<file path="config.mk">
export PLATFORM = sky130hd
export DESIGN_NAME = exec_alu_unit_flat
export DESIGN_NICKNAME = d
export VERILOG_FILES = /design/src/rtl/exec_alu_if.sv /design/src/rtl/exec_alu_unit.sv /design/src/flat_wrapper.sv
export SDC_FILE = /design/constraint.sdc
export NUM_CORES = 1
export LEC_CHECK = 0
export CELL_PAD_IN_SITES_DETAIL_PLACEMENT = 2
export CELL_PAD_IN_SITES_GLOBAL_PLACEMENT = 2
export CORE_UTILIZATION = 30
export DETAILED_ROUTE_END_ITERATION = 8
export PLACE_DENSITY = 0.9
export SYNTH_ARGS = -nofsm -noshare
export SYNTH_HDL_FRONTEND = slang
export SYNTH_SLANG_ARGS = --single-unit
</file>
<file path="constraint.sdc">
create_clock -name clock -period 1.1 [get_ports clock]
set_clock_uncertainty 0.1 [all_clocks]
set_input_delay 0.165 -clock clock [delete_from_list [all_inputs] [get_ports clock]]
set_output_delay 0.165 -clock clock [all_outputs]
set_load 0.01 [all_outputs]
</file>
<file path="src/rtl/exec_alu_if.sv">
// Execute-stage ALU bundle: qualified operands toward the ALU, registered results back.
// The slave side is the ALU itself; the master side drives operands and consumes results.
interface exec_alu_if #(
    parameter int WIDTH = 32
);
    logic             in_valid;
    logic [1:0]       alu_op;
    logic [5:0]       funct;
    logic [WIDTH-1:0] a;
    logic [WIDTH-1:0] b;
    logic [WIDTH-1:0] pc_plus4;
    logic [WIDTH-1:0] offset_shl2;

    logic             out_valid;
    logic [3:0]       alu_ctl;
    logic [WIDTH-1:0] result;
    logic             zero;
    logic [WIDTH-1:0] branch_target;
    logic             illegal;
    logic             overflow;

    modport master (
        output in_valid, alu_op, funct, a, b, pc_plus4, offset_shl2,
        input  out_valid, alu_ctl, result, zero, branch_target, illegal, overflow
    );

    modport slave (
        input  in_valid, alu_op, funct, a, b, pc_plus4, offset_shl2,
        output out_valid, alu_ctl, result, zero, branch_target, illegal, overflow
    );
endinterface

</file>
<file path="src/rtl/exec_alu_unit.sv">
// MIPS execute stage: ALU-control decode, 32-bit ALU with zero flag, branch-target adder, one register stage.
// Optional macro ALU_OVERFLOW_EN enables the signed add/sub overflow flag; otherwise overflow is tied to 0.
module exec_alu_unit #(
    parameter int WIDTH = 32
) (
    input  logic      clock,
    input  logic      reset_n,
    exec_alu_if.slave io
);
    localparam logic [3:0] CTL_AND = 4'b0000;
    localparam logic [3:0] CTL_OR  = 4'b0001;
    localparam logic [3:0] CTL_ADD = 4'b0010;
    localparam logic [3:0] CTL_SUB = 4'b0110;
    localparam logic [3:0] CTL_SLT = 4'b0111;
    localparam logic [3:0] CTL_NOR = 4'b1100;
    localparam logic [3:0] CTL_BAD = 4'b1111;

    logic [3:0]       ctlComb;
    logic             illegalComb;
    logic [WIDTH-1:0] sumAB;
    logic [WIDTH-1:0] diffAB;
    logic [WIDTH-1:0] resultComb;
    logic [WIDTH-1:0] targetComb;

    logic             outValidReg;
    logic [3:0]       aluCtlReg;
    logic [WIDTH-1:0] resultReg;
    logic             zeroReg;
    logic [WIDTH-1:0] branchTargetReg;
    logic             illegalReg;

    always_comb begin
        ctlComb     = CTL_ADD;
        illegalComb = 1'b0;
        unique case (io.alu_op)
            2'b00: ctlComb = CTL_ADD;
            2'b01: ctlComb = CTL_SUB;
            2'b11: ctlComb = CTL_ADD;
            default: begin
                case (io.funct)
                    6'b100000: ctlComb = CTL_ADD;
                    6'b100010: ctlComb = CTL_SUB;
                    6'b100100: ctlComb = CTL_AND;
                    6'b100101: ctlComb = CTL_OR;
                    6'b101010: ctlComb = CTL_SLT;
                    6'b100111: ctlComb = CTL_NOR;
                    default: begin
                        ctlComb     = CTL_BAD;
                        illegalComb = 1'b1;
                    end
                endcase
            end
        endcase
    end

    assign sumAB      = io.a + io.b;
    assign diffAB     = io.a - io.b;
    assign targetComb = io.pc_plus4 + io.offset_shl2;

    always_comb begin
        resultComb = '0;
        case (ctlComb)
            CTL_AND: resultComb = io.a & io.b;
            CTL_OR:  resultComb = io.a | io.b;
            CTL_ADD: resultComb = sumAB;
            CTL_SUB: resultComb = diffAB;
            CTL_SLT: resultComb = {{(WIDTH-1){1'b0}}, ($signed(io.a) < $signed(io.b))};
            CTL_NOR: resultComb = ~(io.a | io.b);
            default: resultComb = '0;
        endcase
    end

    // Capture registers load only on valid input; out_valid tracks in_valid every edge.
    always_ff @(posedge clock or negedge reset_n) begin
        if (!reset_n) begin
            outValidReg     <= 1'b0;
            aluCtlReg       <= '0;
            resultReg       <= '0;
            zeroReg         <= 1'b0;
            branchTargetReg <= '0;
            illegalReg      <= 1'b0;
        end else begin
            outValidReg <= io.in_valid;
            if (io.in_valid) begin
                aluCtlReg       <= ctlComb;
                resultReg       <= resultComb;
                zeroReg         <= (resultComb == '0);
                branchTargetReg <= targetComb;
                illegalReg      <= illegalComb;
            end
        end
    end

    assign io.out_valid     = outValidReg;
    assign io.alu_ctl       = aluCtlReg;
    assign io.result        = resultReg;
    assign io.zero          = zeroReg;
    assign io.branch_target = branchTargetReg;
    assign io.illegal       = illegalReg;

`ifdef ALU_OVERFLOW_EN
    logic overflowComb;
    logic overflowReg;

    always_comb begin
        overflowComb = 1'b0;
        if (ctlComb == CTL_ADD)
            overflowComb = (io.a[WIDTH-1] == io.b[WIDTH-1]) && (sumAB[WIDTH-1] != io.a[WIDTH-1]);
        else if (ctlComb == CTL_SUB)
            overflowComb = (io.a[WIDTH-1] != io.b[WIDTH-1]) && (diffAB[WIDTH-1] != io.a[WIDTH-1]);
    end

    always_ff @(posedge clock or negedge reset_n) begin
        if (!reset_n)
            overflowReg <= 1'b0;
        else if (io.in_valid)
            overflowReg <= overflowComb;
    end

    assign io.overflow = overflowReg;
`else
    assign io.overflow = 1'b0;
`endif
endmodule

</file>
<file path="src/flat_wrapper.sv">
// flat-port wrapper written by rule: the top's interface ports become plain ports
module exec_alu_unit_flat 
#(
    parameter int WIDTH = 32
)
  (clock, reset_n, io_in_valid, io_alu_op, io_funct, io_a, io_b, io_pc_plus4, io_offset_shl2, io_out_valid, io_alu_ctl, io_result, io_zero, io_branch_target, io_illegal, io_overflow);
  exec_alu_if #(.WIDTH(WIDTH)) io_i ();
  input  logic clock;
  input  logic reset_n;
  input wire logic [$bits(io_i.in_valid)-1:0] io_in_valid;
  input wire logic [$bits(io_i.alu_op)-1:0] io_alu_op;
  input wire logic [$bits(io_i.funct)-1:0] io_funct;
  input wire logic [$bits(io_i.a)-1:0] io_a;
  input wire logic [$bits(io_i.b)-1:0] io_b;
  input wire logic [$bits(io_i.pc_plus4)-1:0] io_pc_plus4;
  input wire logic [$bits(io_i.offset_shl2)-1:0] io_offset_shl2;
  output wire logic [$bits(io_i.out_valid)-1:0] io_out_valid;
  output wire logic [$bits(io_i.alu_ctl)-1:0] io_alu_ctl;
  output wire logic [$bits(io_i.result)-1:0] io_result;
  output wire logic [$bits(io_i.zero)-1:0] io_zero;
  output wire logic [$bits(io_i.branch_target)-1:0] io_branch_target;
  output wire logic [$bits(io_i.illegal)-1:0] io_illegal;
  output wire logic [$bits(io_i.overflow)-1:0] io_overflow;
  assign io_i.in_valid = io_in_valid;
  assign io_i.alu_op = io_alu_op;
  assign io_i.funct = io_funct;
  assign io_i.a = io_a;
  assign io_i.b = io_b;
  assign io_i.pc_plus4 = io_pc_plus4;
  assign io_i.offset_shl2 = io_offset_shl2;
  assign io_out_valid = io_i.out_valid;
  assign io_alu_ctl = io_i.alu_ctl;
  assign io_result = io_i.result;
  assign io_zero = io_i.zero;
  assign io_branch_target = io_i.branch_target;
  assign io_illegal = io_i.illegal;
  assign io_overflow = io_i.overflow;
  exec_alu_unit #(.WIDTH(WIDTH)) u_core (.clock(clock), .reset_n(reset_n), .io(io_i));
endmodule
</file>
==> impl_metrics.tcl, run 1 <==
set metrics [dict create \
    port_buffers 209 \
    yosysWarnings 0 \
    stop_error "[ERROR DPL-0033] detailed placement checks failed during check placement." \
    clock_path_buffers 2 \
    die-height_um 182 \
    yosysSeqAreaShare 0.183 \
    cts_num_sinks 71 \
    synth_edf_count 0 \
    postSynthAreaPerCell_sq_um 8.02 \
    synth_top_cell_by_area "dfrtp_1" \
    dp_hpwl_um 51200 \
    outcome "stopped before the end" \
    synth_commonest_cells "129 x ha_1, 117 x a21oi_1, 114 x nor2_1" \
    synth_ff_type "dfrtp_1" \
    postCtsSetupRepairBufs 139 \
    netlist_instances 1214 \
    yosysMostFrequentCell "ha_1" \
    synth_cell_types 88 \
    root_buffer "clkbuf_16" \
    gp_congestion 0.942 \
    htree_levels 3 \
    initial_core_util 0.307 \
    cts-resized-gates 757 \
    netlist_area_sq_um 9730 \
    ys_ff_latch 71 \
    io_pins 211 \
    die_width_um 182 \
    synth_area_leaders "dfrtp_1 18%, ha_1 17%, a21oi_1 6.0%" \
    haltStage "4_1_cts" \
    cts_hold_buf 1 \
    rows 65 \
    cts_buffers 9 \
    yosysTopAreaCellShare 0.183 \
    synthesis.nets 1485 \
    synthArstFlopShare 1.00 \
]
[per-stage QoR]
| step | hold WS [ns] | std cells | util | setup slack [ns] | area (sq um) |
|---|---|---|---|---|---|
| after floorplan | -0.231 | 1214 | - | -1.97 | 10600 |
| after global placement | -0.0767 | 2184 | 0.505 | -2.95 | 16000 |
| after detailed placement | -0.0627 | 2184 | 0.505 | -3.35 | 16000 |
[cell families after synthesis]
| logic type | share of synthesized area |
|---|---|
| compound gates | 0.299 |
| xor+xnor | 0.0549 |
| fa+ha+maj | 0.172 |
| buf+inv | 0.0695 |
| flops | 0.183 |
| mux | 0.0536 |
| other cells | 0.000385 |
| simple gates | 0.168 |
==> run 2: changes to the inputs <==
- CELL_PAD_IN_SITES_DETAIL_PLACEMENT: 2 -> default
- CELL_PAD_IN_SITES_GLOBAL_PLACEMENT: 2 -> default
- CORE_UTILIZATION: 30 -> 40
- PLACE_DENSITY: 0.9 -> default
- PLACE_DENSITY_LB_ADDON: default -> 0.15
==> impl_metrics.tcl, run 2 <==
set metrics [dict create \
    outcome "complete, but fails checks" \
    violations "setup timing" \
    worst_slew_pin_slew_ns 0.715 \
    die_width_um 158 \
    worst-path-buf-inv 4 \
    drt-total-wl_um 49000 \
    grt_max_degree 64 \
    worstPathRequired_ns 1.28 \
    synthesis.nets 1485 \
    antenna_found_initial 5 \
    cp.arrival_ns 3.35 \
    drc 0 \
    cp_top_family "compound AO/OA/AOI/OAI gates" \
    synthArstFlopShare 1.00 \
    first_global_vias 13200 \
    fin_crit_ns 3.16 \
    max_freq_ghz 0.316 \
    yosysTopAreaCellShare 0.183 \
    grt_overflow 0 \
    finalCritPeriodShare 2.88 \
    yosysSeqAreaShare 0.183 \
    cts_buffers 9 \
    io_pins 211 \
    drive_gt1_frac 0.583 \
    rows 56 \
    maxCapViolations 0 \
    power_density_nw_per_um2 984 \
    dp_hpwl_um 31100 \
    setup_slack_ns -2.06 \
    dr.pass1.iters 7 \
    port_buffers 209 \
    grt_usage 0.342 \
    ys_ff_latch 71 \
    final_cell_mix "471 x buf_4, 140 x buf_6, 96 x nor2_1" \
    vias 13200 \
    end_kind "flop" \
    nets 2216 \
    criticalPathCategory "in -> reg" \
    hp-class "in -> reg" \
    yosysWarnings 0 \
    finalSetupTns_ns -88.36 \
    layout_commonest_cell "buf_4" \
    cts_num_sinks 71 \
    path_cells "buf_8 -> clkinvlp_4 -> buf_6 -> fa_2 -> nor2b_4 -> o2111ai_4 -> and3_4 -> o21ai_4 -> a2111oi_4 -> nor4b_4 -> o41ai_4 -> buf_4 -> o211a_1 -> a311oi_2 -> and4_1 -> nand4_1 -> o22ai_2" \
    worst_path_largest_cell_delay_ns 0.41 \
    grt_pass1_wl_um 66900 \
    cts_tree "yes" \
    postSynthAreaPerCell_sq_um 8.02 \
    clock_path_buffers 2 \
    initial_core_util 0.411 \
    path_clk_slew_ns 0.07 \
    synth_commonest_cells "129 x ha_1, 117 x a21oi_1, 114 x nor2_1" \
    finalSetupViolCount 139 \
    drv_slew 0 \
    area_growth_syn_to_layout_pct 98.3 \
    peakVddDrop_mv 0.692 \
    synth_top_cell_by_area "dfrtp_1" \
    place_worst_setup_slack_ns -2.97 \
    die-height_um 158 \
    synth_ff_type "dfrtp_1" \
    slowest_stage "fa_2" \
    p_leak_nw 8.91 \
    viasPerCell 5.82 \
    netlist_area_sq_um 9730 \
    hold_violations 0 \
    ant_nets 0 \
    cp_max_fo 4 \
    yosysMostFrequentCell "ha_1" \
    fillers 1449 \
    worstSetupStartpointType "input port" \
    die_area_sq_um 25000 \
    gp_congestion 0.947 \
    drt_iter0_markers 1039 \
    relSlewSlack 0.519 \
    grt_setup_unrepaired "yes" \
    root_buffer "clkbuf_16" \
    htree_levels 3 \
    synth_area_leaders "dfrtp_1 18%, ha_1 17%, a21oi_1 6.0%" \
    synth_cell_types 88 \
    total_power_w 0.0190 \
    netlist_instances 1214 \
    synth_edf_count 0 \
    core_area_sq_um 23700 \
    wl_per_cell_um 21.6 \
    clk_latency_ns 0.36 \
]
==> run 2: cell counts after synthesis <==
No cell type changed its count.
==> run 2: per-stage QoR <==
step	cell area [sq um]	util	hold slack (ns)	std cells
6_report	19300	0.815	0.0538	2270
5_1_grt	19300	0.815	0.0568	2269
4_1_cts	18100	0.765	0.0535	2227
3_5_place_dp	16000	0.677	-0.0471	2115
3_3_place_gp	16000	0.677	-0.0474	2115
2_1_floorplan	10600	-	-0.231	1214
==> run 2: cells by family after synthesis <==
| kind of cell | share of synthesized area |
|---|---|
| DFF | 0.183 |
| buffers and inverters | 0.0695 |
| AOI/OAI and AO/OA | 0.299 |
| xor gates and xnor gates | 0.0549 |
| and+or+nand+nor | 0.168 |
| adders and majority gates | 0.172 |
| other | 0.000385 |
| muxes | 0.0536 |
==> run 2: tightest hold or removal path, delay by kind of cell <==
kind                       cells  cell delay, ns
adders and majority gates      1            0.11
buffers and inverters          1            0.07
muxes                          1            0.13
==> run 2: final cells by class <==
class | instances | area [sq um] | area share
Inverter | 112 | 538 | 0.0279
Antenna cell | 1 | 2.50 | 0.000130
Multi-Input combinational cell | 972 | 9670 | 0.501
Timing Repair Buffer | 779 | 6630 | 0.343
Clock inverter | 7 | 61.3 | 0.00318
Sequential cell | 71 | 1780 | 0.0920
Tap cell | 319 | 399 | 0.0207
Clock buffer | 9 | 225 | 0.0117
==> run 2: timing repair <==
| action | in CTS | in global routing |
|---|---|---|
| hold buffers | 1 | 0 |
| setup buffers | 118 | 68 |
| endpoints found under the hold margin | 71 | 0 |
| pin swaps | 175 | 171 |
| gates cloned | 0 | 1 |
| gates resized for setup | 857 | 228 |
| setup endpoints to repair | 141 | 140 |
==> run 2: worst paths after layout <==
check / start / to / slack, ns / cells past startpoint
min: io_offset_shl2[0] / u_core.io.branch_target[0] / 0.05 / 3
min in group asynchronous: reset_n / u_core.io.branch_target[10] / 0.13 / 2
min reg2reg: u_core.io.result[27] / u_core.io.result[27] / 0.41 / 2
max: io_a[1] / u_core.io.zero / -2.06 / 17
max reg2reg: u_core.io.branch_target[10] / u_core.io.branch_target[10] / -0.08 / 2
max in group asynchronous: reset_n / u_core.io.branch_target[31] / 0.27 / 3
==> run 2: power by group <==
group / switching [W] / internal (W) / leakage [nW]
Combinational: 0.00580 / 0.00648 / 7.94
Sequential: 0.000390 / 0.00315 / 0.829
Clock: 0.00158 / 0.00158 / 0.135
Total: 0.00777 / 0.0112 / 8.91
==> run 2: layer usage <==
layer / GRT usage / wire length, um / vias to the layer above
met5: 0 / 52 / -
met4: 0.164 / 3060 / 8
met3: 0.0479 / 3470 / 256
met2: 0.616 / 23900 / 707
met1: 0.395 / 18500 / 6335
li1: - / - / 5897
(Power assumes the default switching activity.)
